### src/rtl/pga_spi_responder.sv
// SPI gain-register responder: oversamples sck/cs_n/mosi on clk, commits an
// exact WIDTH-bit frame on cs_n rise and reads back the previous code on miso.
module pga_spi_responder #(
  parameter int WIDTH                  = 8,
  parameter int SYNC_STAGES            = 2,
  parameter logic [WIDTH-1:0] RESET_CODE = '0
) (
  input  logic             clk,
  input  logic             rst_n,
  input  logic             sck,
  input  logic             cs_n,
  input  logic             mosi,
  output logic             miso,
  output logic [WIDTH-1:0] gain_o,
  output logic             gain_valid_o,
  output logic             frame_err_o
);

  localparam logic [1:0] WAIT_IDLE = 2'd0;
  localparam logic [1:0] IDLE      = 2'd1;
  localparam logic [1:0] RECV      = 2'd2;
  localparam logic [1:0] COMMIT    = 2'd3;

  localparam int CMAX = ((WIDTH > SYNC_STAGES) ? WIDTH : SYNC_STAGES) + 1;
  localparam int CW   = $clog2(CMAX + 1);

  logic [SYNC_STAGES-1:0] sck_sync, cs_sync, mosi_sync;
  logic                   sck_d, cs_d;
  logic                   sck_s, cs_s, mosi_s;
  logic                   sck_rise, sck_fall, cs_fall, cs_rise;
  logic [1:0]             state;
  logic [CW-1:0]          cnt;
  logic [WIDTH-1:0]       rx_sr, tx_sr;

  assign sck_s  = sck_sync[SYNC_STAGES-1];
  assign cs_s   = cs_sync[SYNC_STAGES-1];
  assign mosi_s = mosi_sync[SYNC_STAGES-1];

  assign sck_rise = sck_s & ~sck_d;
  assign sck_fall = ~sck_s & sck_d;
  assign cs_fall  = ~cs_s & cs_d;
  assign cs_rise  = cs_s & ~cs_d;

  assign miso = (state == RECV) ? tx_sr[WIDTH-1] : 1'b0;

  always_ff @(posedge clk or negedge rst_n) begin
    if (!rst_n) begin
      sck_sync  <= '0;
      cs_sync   <= '1;
      mosi_sync <= '0;
      sck_d     <= 1'b0;
      cs_d      <= 1'b1;
    end else begin
      sck_sync  <= {sck_sync[SYNC_STAGES-2:0], sck};
      cs_sync   <= {cs_sync[SYNC_STAGES-2:0], cs_n};
      mosi_sync <= {mosi_sync[SYNC_STAGES-2:0], mosi};
      sck_d     <= sck_s;
      cs_d      <= cs_s;
    end
  end

  always_ff @(posedge clk or negedge rst_n) begin
    if (!rst_n) begin
      state        <= WAIT_IDLE;
      cnt          <= '0;
      rx_sr        <= '0;
      tx_sr        <= '0;
      gain_o       <= RESET_CODE;
      gain_valid_o <= 1'b0;
      frame_err_o  <= 1'b0;
    end else begin
      gain_valid_o <= 1'b0;
      frame_err_o  <= 1'b0;
      case (state)
        // The sync chain resets to cs_n=1, so let it fill with the real pin
        // level before trusting cs_s; otherwise a mid-frame reset release
        // would look like a fresh cs_fall.
        WAIT_IDLE: begin
          if (cnt != CW'(SYNC_STAGES + 1)) cnt <= cnt + 1'b1;
          else if (cs_s) state <= IDLE;
        end
        IDLE: begin
          if (cs_fall) begin
            state <= RECV;
            cnt   <= '0;
            rx_sr <= '0;
            tx_sr <= gain_o;
          end
        end
        RECV: begin
          if (cs_rise) begin
            state <= COMMIT;
            if (cnt == CW'(WIDTH)) begin
              gain_o       <= rx_sr;
              gain_valid_o <= 1'b1;
            end else begin
              frame_err_o  <= 1'b1;
            end
          end else begin
            if (sck_rise) begin
              rx_sr <= {rx_sr[WIDTH-2:0], mosi_s};
              if (cnt != CW'(WIDTH + 1)) cnt <= cnt + 1'b1;
            end
            if (sck_fall) tx_sr <= {tx_sr[WIDTH-2:0], 1'b0};
          end
        end
        COMMIT:  state <= IDLE;
        default: state <= WAIT_IDLE;
      endcase
    end
  end

endmodule
### config.mk
export PLATFORM = sky130hd
export DESIGN_NAME = pga_spi_responder
export DESIGN_NICKNAME = d
export VERILOG_FILES = /design/src/rtl/pga_spi_responder.sv
export SDC_FILE = /design/constraint.sdc
export NUM_CORES = 1
export LEC_CHECK = 0
export BUFFER_PORTS_ARGS = -buffer_cell sky130_fd_sc_hd__buf_2
export CAP_MARGIN = 15
export CORE_MARGIN = 4
export CORE_UTILIZATION = 45
export CTS_CLUSTER_DIAMETER = 150
export DETAILED_ROUTE_END_ITERATION = 10
export SLEW_MARGIN = 20
export SYNTH_ARGS = -nofsm -noshare
export SYNTH_HDL_FRONTEND = slang
export SYNTH_SLANG_ARGS = --single-unit
### constraint.sdc
create_clock -name clk -period 2.6 [get_ports clk]
set_input_delay 0.26 -clock clk [delete_from_list [all_inputs] [get_ports clk]]
set_output_delay 0.26 -clock clk [all_outputs]
set_load 0.1 [all_outputs]
==> metrics.txt, run 1 <==
Tot Pwr=roughly 1.8 mW; Synth top area share=53.5%; starting DRC count in detailed routing=73; synthesized area=~1700 um^2; Slew headroom=43.8%; post-layout min period=2110 ps; quantity of hold-fixing buffers added after cts=0; simple-gate area share of the yosys netlist=11.5%; CP max stage delay=420 ps; share of cells above drive strength 1=26.9%; clock root cell=clkbuf_8; Setup Skew=4.10 ps; FF-to-FF Start=cnt[0]; H-tree levels=2; reg2reg end=cnt[2]; Seq/Total Area, Yosys=58.1%; DRT antenna net count=0; Reg2Reg Depth=6; fin. max-slew vios=0; Final Cycle Share=81.0%; Cells after Synth=139; initial antenna violation count=0; gr ovfl total=0; TritonCTS clock tree=done; chip width=70.0 um; synth cell count leaders=dfrtp_1, a21oi_1, mux2_2, nand2_1; via count=1,089; slowest CP cell=dfrtp_1; core box area=between 3000 and 4000 um^2; Crit Path Class=reg -> out; compound-cell area share of the yosys netlist=between 10% and 20%; DRT Pass-1 Iters=4; fin nets=171; CP startpoint kind=register; Worst Tran Pin Value=843 ps; setup TNS=0 ps; CP endpoint kind=output port; dominant combinational cell family by area after synthesis=compound AO/OA/AOI/OAI gates; predominant post-synthesis flop cell=dfrtp_1; most numerous cell in the Yosys netlist=dfrtp_1; Max VDD drop=~0.50 mV; filler instances=339; CTS clk-pin slew, worst paths=around 70 ps; DP HPWL=2030 um; Synth Net Count=151; Initial Util=between 40% and 50%; family with the most delay on the worst path=buffers and inverters; synthesis-stage register bit count=40; clock buffer count from CTS=5; count of cell types in the netlist=37; area of the multi-input gates=between 600 and 700 um^2; Max-Cap Viols=0; CP max FO=14; WP data required=about 2300 ps; worst hold endpoint=cs_sync[0]; port buffer count=15; final hold vios=0; ANT cells=0; synthesis-to-finish area growth=12.1%; CTS sink cnt=40; first-pass GRT wire length=between 5000 and 6000 um; setup violators final=0; die area=4900 um^2; Lkg Pwr=0.921 nW; XOR/XNOR share of the synthesized area=0%; CP cell instances=inv_1 -> ha_1 -> buf_4 -> and2_1 -> buf_2; Routed WL=2900 um; mean routed wirelength per cell=13.9 um; ys async rst share=100%; placed cell area=1860 um^2; io pins=16; cts repair resizes=0; vias per cell=5.24; Sequential Area=1000 um^2; RSZ-0062 raised after global routing=false; R2R setup slack=~650 ps; gr usage total=between 10% and 20%; Final Cell Area=1940 um^2; hold path start=cs_n; WP data arrival=1850 ps; number of synthesized flops with an enable pin=0; Buf/Inv on CP=3; status=completed; top cells by area, synth=dfrtp_1, mux2_2, ha_1, dfstp_2, a22o_1; Avg Inst Size Synth=12.4 um^2; Hold Path Cell Cnt=1; postcts setup bufs=0; Hold/Removal Path Class=in -> reg; RePlAce Congestion=roughly 0.81; chip height=between 70 and 80 um; number of global-route vias before repair=1,074; Crit path depth=5; Rows=22; mux cell area share after synthesis=9.91%; Max Freq=475 MHz; Worst-Skew Late Latency=280 ps; Cell Pwr Density=937 nW/um^2; drt drc=0; Synthesis Warnings=0; largest net degree at the start of global routing=41; Yosys top cell by area=dfrtp_1; Post-Synth Adder-Cell Area=~5.1%; CTS max path bufs=2
## sequential cells by signal (all words and copies together), names as in the netlist
register	cells
gain_o	8
rx_sr	8
tx_sr	8
cnt	4
cs_sync	2
mosi_sync	2
sck_sync	2
state	2
cs_d	1
frame_err_o	1
gain_valid_o	1
sck_d	1
## cell usage in the layout, fill, tap and decap left out, drive strengths merged, types with 2 or more instances in the layout
cell type | netlist | routed
a221oi | 2 | 2
ha | 7 | 7
inv | 7 | 7
mux2i | 7 | 7
nor2 | 9 | 9
clkbuf | 1 | 6
a21o | 2 | 2
a21oi | 9 | 9
dfstp | 3 | 3
nand2 | 9 | 9
a22o | 8 | 8
nand2b | 2 | 2
and2 | 3 | 3
mux2 | 9 | 9
o21ai | 4 | 4
nand3 | 2 | 2
nand3b | 2 | 2
dfrtp | 37 | 37
buf | 3 | 17
nor2b | 2 | 2
nor3 | 2 | 2
## worst max-delay path by stage
stage,endpoint,from,slack (ps)
6_report,miso,state[0],490
5_1_grt,miso,state[0],420
3_5_place_dp,cnt[2],cnt[0],680
4_1_cts,miso,state[0],480
2_1_floorplan,miso,state[0],600
3_3_place_gp,gain_o[1],cs_sync[1],760
## kinds of logic (layout without fill, tap and decap cells)
| group | after synthesis | after routing |
|---|---|---|
| AOI/OAI and AO/OA | 29 | 29 |
| adders and majority gates | 7 | 7 |
| and+or+nand+nor | 36 | 36 |
| DFF | 40 | 40 |
| muxes | 16 | 16 |
| buffers and inverters | 11 | 32 |
## final cells by class
type	instances	area share, %
timing repair buffer	17	4.64
tap	48	3.09
inverter	7	1.35
clock inverter	2	0.645
clock buffer	6	3.74
multi-input combinational	88	34.8
sequential	40	51.8
## where the power goes
group / leakage, nW / internal [mW] / switching [mW]
clock network: 0.0412 / 0.187 / 0.203
registers: 0.510 / 0.733 / 0.0820
logic: 0.369 / 0.244 / 0.369
## per-stage QoR
step           setup slack [ps]  cells  hold slack [ps]  utilization, %
6_report                    494    208             72.1            52.6
5_1_grt                     421    208             60.1            52.6
4_1_cts                     476    208             59.4            52.6
3_5_place_dp                679    200              335            50.3
3_3_place_gp                756    200              334            50.3
2_1_floorplan               604    139            -35.6               -
## layer usage
layer  share of wire [%]  track usage [%]  up-vias
met1                  48             18.6      538
li1                    -                -      526
met3                 3.8             4.46        4
met2                  47             20.3       21
met4                0.97             3.19        0
met5                   0                0        -
Note: power is estimated with default switching activity, not from simulation.
==> run 2: changes to the inputs <==
- ABC_AREA: not set -> 1
- clock period: 2.6 -> 2.2 ns (I/O delays scaled with it)
==> metrics.txt, run 2 <==
status=completed; clock root cell=clkbuf_8; core box area=a little over 4000 um^2; Crit Path Class=reg -> out; RSZ-0062 raised after global routing=false; CP endpoint kind=output port; final hold vios=0; TritonCTS clock tree=done; vias per cell=4.65; Initial Util=46.8%; Synth Net Count=approximately 230; CP max FO=16; quantity of hold-fixing buffers added after cts=0; clock buffer count from CTS=5; Max-Cap Viols=0; utilization after layout=53.0%; chip width=72.7 um; Final Cycle Share=between 90% and 100%; area of the multi-input gates=746 um^2; Worst Tran Pin Value=858 ps; gr ovfl total=0; DP HPWL=~2300 um; Rows=23; number of global-route vias before repair=1,249; commonest non-fill, non-tap cell in the layout=nand2_1; DRT antenna net count=0; Seq/Total Area, Yosys=53.3%; predominant post-synthesis flop cell=dfrtp_1; Non-Filler Instances=about 290; Hold/Removal Path Class=in -> async; dominant combinational cell family by area after synthesis=simple AND/OR/NAND/NOR gates; Avg Inst Size Synth=8.81 um^2; Setup Skew=5.66 ps; Worst-Skew Late Latency=between 200 and 300 ps; postcts setup bufs=0; share of cells above drive strength 1=between 20% and 30%; Final Cell Area=2140 um^2; Reg2Reg Depth=7; gr usage total=about 14%; Sequential Area=1000 um^2; setup TNS=0 ps; WP data required=1980 ps; synth cell count leaders=nand2_1, dfrtp_1, inv_1, nand3_1, nor2_1; Max VDD drop=0.681 mV; synthesis-to-finish area growth=13.3%; mux cell area share after synthesis=0%; setup violators final=0; ANT cells=0; starting DRC count in detailed routing=97; top cells by area, synth=dfrtp_1, nand2_1, ha_1, nand3_1, inv_1; Placed Cells=between 200 and 300; Cells after Synth=roughly 210; CTS sink cnt=40; compound-cell area share of the yosys netlist=6.17%; first-pass GRT wire length=5770 um; CTS clk-pin slew, worst paths=approximately 80 ps; port buffer count=15; Post-Synth Adder-Cell Area=4.64%; Routed WL=about 3200 um; synthesized area=1890 um^2; filler instances=between 300 and 400; cts repair resizes=0; Yosys top cell by area=dfrtp_1; number of synthesized flops with an enable pin=0; ys async rst share=100%; post-layout min period=1990 ps; synthesis-stage register bit count=40; count of cell types in the netlist=23; Lkg Pwr=between 1 and 1.5 nW; fin nets=246; largest net degree at the start of global routing=41; CTS max path bufs=2; Top Registers=gain_o (8), rx_sr (8), tx_sr (8); Synthesis Warnings=0; placed cell area=2010 um^2; fin. max-slew vios=0; XOR/XNOR share of the synthesized area=0%; chip height=between 70 and 80 um; die area=about 5300 um^2; drt drc=0; Cell Pwr Density=1250 nW/um^2; DRT Pass-1 Iters=4; via count=1,325; Max Freq=504 MHz; WP data arrival=approximately 1800 ps; simple-gate area share of the yosys netlist=28.7%; mean routed wirelength per cell=11.2 um; commonest non-fill, non-tap cells in the layout=nand2_1, dfrtp_1, inv_1; initial antenna violation count=0; most numerous cell in the Yosys netlist=nand2_1; RePlAce Congestion=0.847; Slew headroom=42.8%; H-tree levels=2; CP startpoint kind=register; io pins=16; Synth top area share=49.1%
==> run 2: cell count changes after synthesis, sizes merged, moves of 9 or more <==
cell and change:
nor2 +9, nand3 +17, nand2 +71, inv +18, mux2 -9
==> run 2: worst paths after layout <==
kind,startpoint,endpoint,slack [ps]
min in group clk,cs_n,cs_sync[0],30
max in group asynchronous,rst_n,gain_o[4],1620
worst max register to register,state[0],tx_sr[0],530
worst max-delay path,state[0],miso,210
worst min-delay path,rst_n,cnt[0],30
worst min register to register,sck_sync[0],sck_sync[1],360
==> run 2: cells by family (layout without fill, tap and decap cells) <==
logic type	Yosys count	in the layout
and+or+nand+nor	120	120
adders and majority gates	7	7
AOI/OAI and AO/OA	18	18
DFF	40	40
buffers and inverters	29	50
==> run 2: worst max-delay path, stage by stage, from the launching register on <==
cell	delay (ps)
dfrtp_1	410
inv_1	90
ha_1	380
buf_4	270
nand2_1	60
inv_1	90
buf_12	180
==> run 2: through the flow <==
stage               hold slack [ps]  power [mW]  setup slack (ps)
global placement                326        2.06               529
global route                   13.3        2.90              66.5
CTS                            11.7        2.72               185
finish                         27.2        2.67               214
floorplan                     -75.6        1.91               304
detailed placement              326        2.08               511
==> run 2: report_power, final <==
group          internal (mW)  switching [mW]  total [mW]  leakage (nW)
clock                  0.371           0.254       0.625        0.0614
combinational          0.359           0.739        1.10         0.577
sequential             0.861          0.0892       0.950         0.525
==> run 2: area by class of cell <==
type | count | area share (%)
multi-input cells | 145 | 34.9
clock inverters | 2 | 1.82
well taps | 50 | 2.93
flip-flops and latches | 40 | 47.0
clock buffers | 6 | 3.87
repair buffers | 17 | 4.92
inverters | 25 | 4.51
==> run 2: routing by layer <==
metal  share of wire (%)  up-vias  global-route usage (%)  routed length [um]
met5                   0        -                       0                   0
met4                 1.5        0                    5.53                  48
met3                 4.3        7                    4.41                 137
met2                  42       17                    20.4                1360
met1                  52      593                    19.9                1660
li1                    -      708                       -                   -
==> run 3: changes to the inputs <==
- CORE_MARGIN: 4 -> 10
==> metrics.txt, run 3 (synthesis gave the netlist of run 2 again) <==
clock buffer count from CTS=5; chip height=84.7 um; WP data arrival=1820 ps; fin. max-slew vios=0; fin nets=246; CTS max path bufs=2; setup violators final=0; FF-to-FF Start=state[0]; port buffer count=15; starting DRC count in detailed routing=60; CP startpoint=state[0]; Clock power frac=a little under a quarter; CP endpoint kind=output port; Initial Util=46.8%; CP startpoint kind=register; Final Cycle Share=92.6%; postcts setup bufs=0; Crit Path Class=reg -> out; number of global-route vias before repair=about 1,300; WP data required=between 1500 and 2000 ps; Worst-Skew Late Latency=290 ps; Max-Cap Viols=0; initial antenna violation count=0; Top Registers=gain_o (8), rx_sr (8), tx_sr (8); slowest CP cell=dfrtp_1; largest net degree at the start of global routing=41; filler instances=407; DRT Pass-1 Iters=4; Slew headroom=41.5%; mean routed wirelength per cell=11.7 um; vias per cell=between 4 and 5; CP max FO=16; Hold/Removal Path Class=in -> reg; clock root cell=clkbuf_8; hold path start=cs_n; RePlAce Congestion=approximately 0.83; RSZ-0062 raised after global routing=false; die area=7180 um^2; Worst Tran Pin Value=877 ps; Max VDD drop=about 0.50 mV; Buf/Inv on CP=4; commonest non-fill, non-tap cells in the layout=nand2_1, dfrtp_1, inv_1; Lkg Pwr=1.16 nW; CTS sink cnt=40; drt drc=0; quantity of hold-fixing buffers added after cts=0; DP HPWL=2400 um; Rows=23; post-layout min period=slightly above 2000 ps; Routed WL=around 3300 um; Most common cell on crit path=inv_1; first-pass GRT wire length=slightly below 6000 um; ANT cells=0; setup ws final=162 ps; core box area=4030 um^2; status=completed; setup TNS=0 ps; io pins=16; chip width=about 85 um; register share of total power=35.6%; final hold vios=0; synthesis-to-finish area growth=13.3%; H-tree levels=2; CP max stage delay=about 400 ps; Logic pwr share=41.0%; Max Freq=491 MHz; DRT antenna net count=0; cts repair resizes=0; via count=1,323; Setup Skew=7.76 ps; CTS clk-pin slew, worst paths=70 ps; family with the most delay on the worst path=buffers and inverters; Sw Share=40.5%; Cell Pwr Density=1250 nW/um^2; gr usage total=about a tenth; CP cell instances=inv_1 -> ha_1 -> buf_4 -> nand2_1 -> inv_1 -> buf_12; TritonCTS clock tree=done; share of cells above drive strength 1=21.3%; P_int=roughly 1.6 mW; pre-CTS setup slack=roughly 500 ps; commonest non-fill, non-tap cell in the layout=nand2_1; P_sw=1.08 mW; gr ovfl total=0
## run 3: worst reg2reg max path, cell delays in order (launching register included)
cell     delay [ps]
dfrtp_1         390
inv_1            80
ha_1            350
nand3_2         180
o21ai_2         100
nor2_4          350
nand2_1         120
o21ai_2          70
## run 3: worst paths after layout
path,endpoint,slack [ps],cells past startpoint
max reg2reg,tx_sr[4],510,7
max in group asynchronous,gain_o[4],1610,1
min reg2reg,sck_sync[1],350,0
max,miso,160,6
min,cs_sync[0],30,1
min in group asynchronous,cnt[0],50,1
## run 3: power by group through the flow
stage	clock [mW]	combinational [mW]	sequential, mW
after floorplan	0	0.937	0.971
after global placement	0	1.10	0.964
after detailed placement	0	1.11	0.965
after CTS	0.647	1.11	0.950
after global routing	0.678	1.26	0.968
final	0.627	1.10	0.951
## run 3: routing by layer
metal	part of all wire [%]	up-vias	GRT usage (%)
met5	0	-	0
met1	52	589	12.9
met4	1.7	0	4.04
li1	-	709	-
met3	4.1	6	3.48
met2	43	19	14.3
## run 3: area by class of cell
| type | instances | area (um^2) | area share, % |
|---|---|---|---|
| clock buffer | 6 | 82.6 | 3.87 |
| sequential | 40 | 1000 | 47.0 |
| multi-input combinational | 145 | 746 | 34.9 |
| timing repair buffer | 17 | 105 | 4.92 |
| inverter | 25 | 96.3 | 4.51 |
| clock inverter | 2 | 38.8 | 1.82 |
| tap | 50 | 62.6 | 2.93 |
## run 3: stage by stage
step                hold WS (ps)  util [%]  total power, mW  instance area [um^2]  cells
floorplan                  -75.6         -             1.91                  1890    214
global placement             326      50.0             2.06                  2010    277
detailed placement           327      50.0             2.07                  2010    277
CTS                         14.2      53.0             2.71                  2140    285
global route                4.62      53.0             2.91                  2140    285
finish                      26.3      53.0             2.68                  2140    285
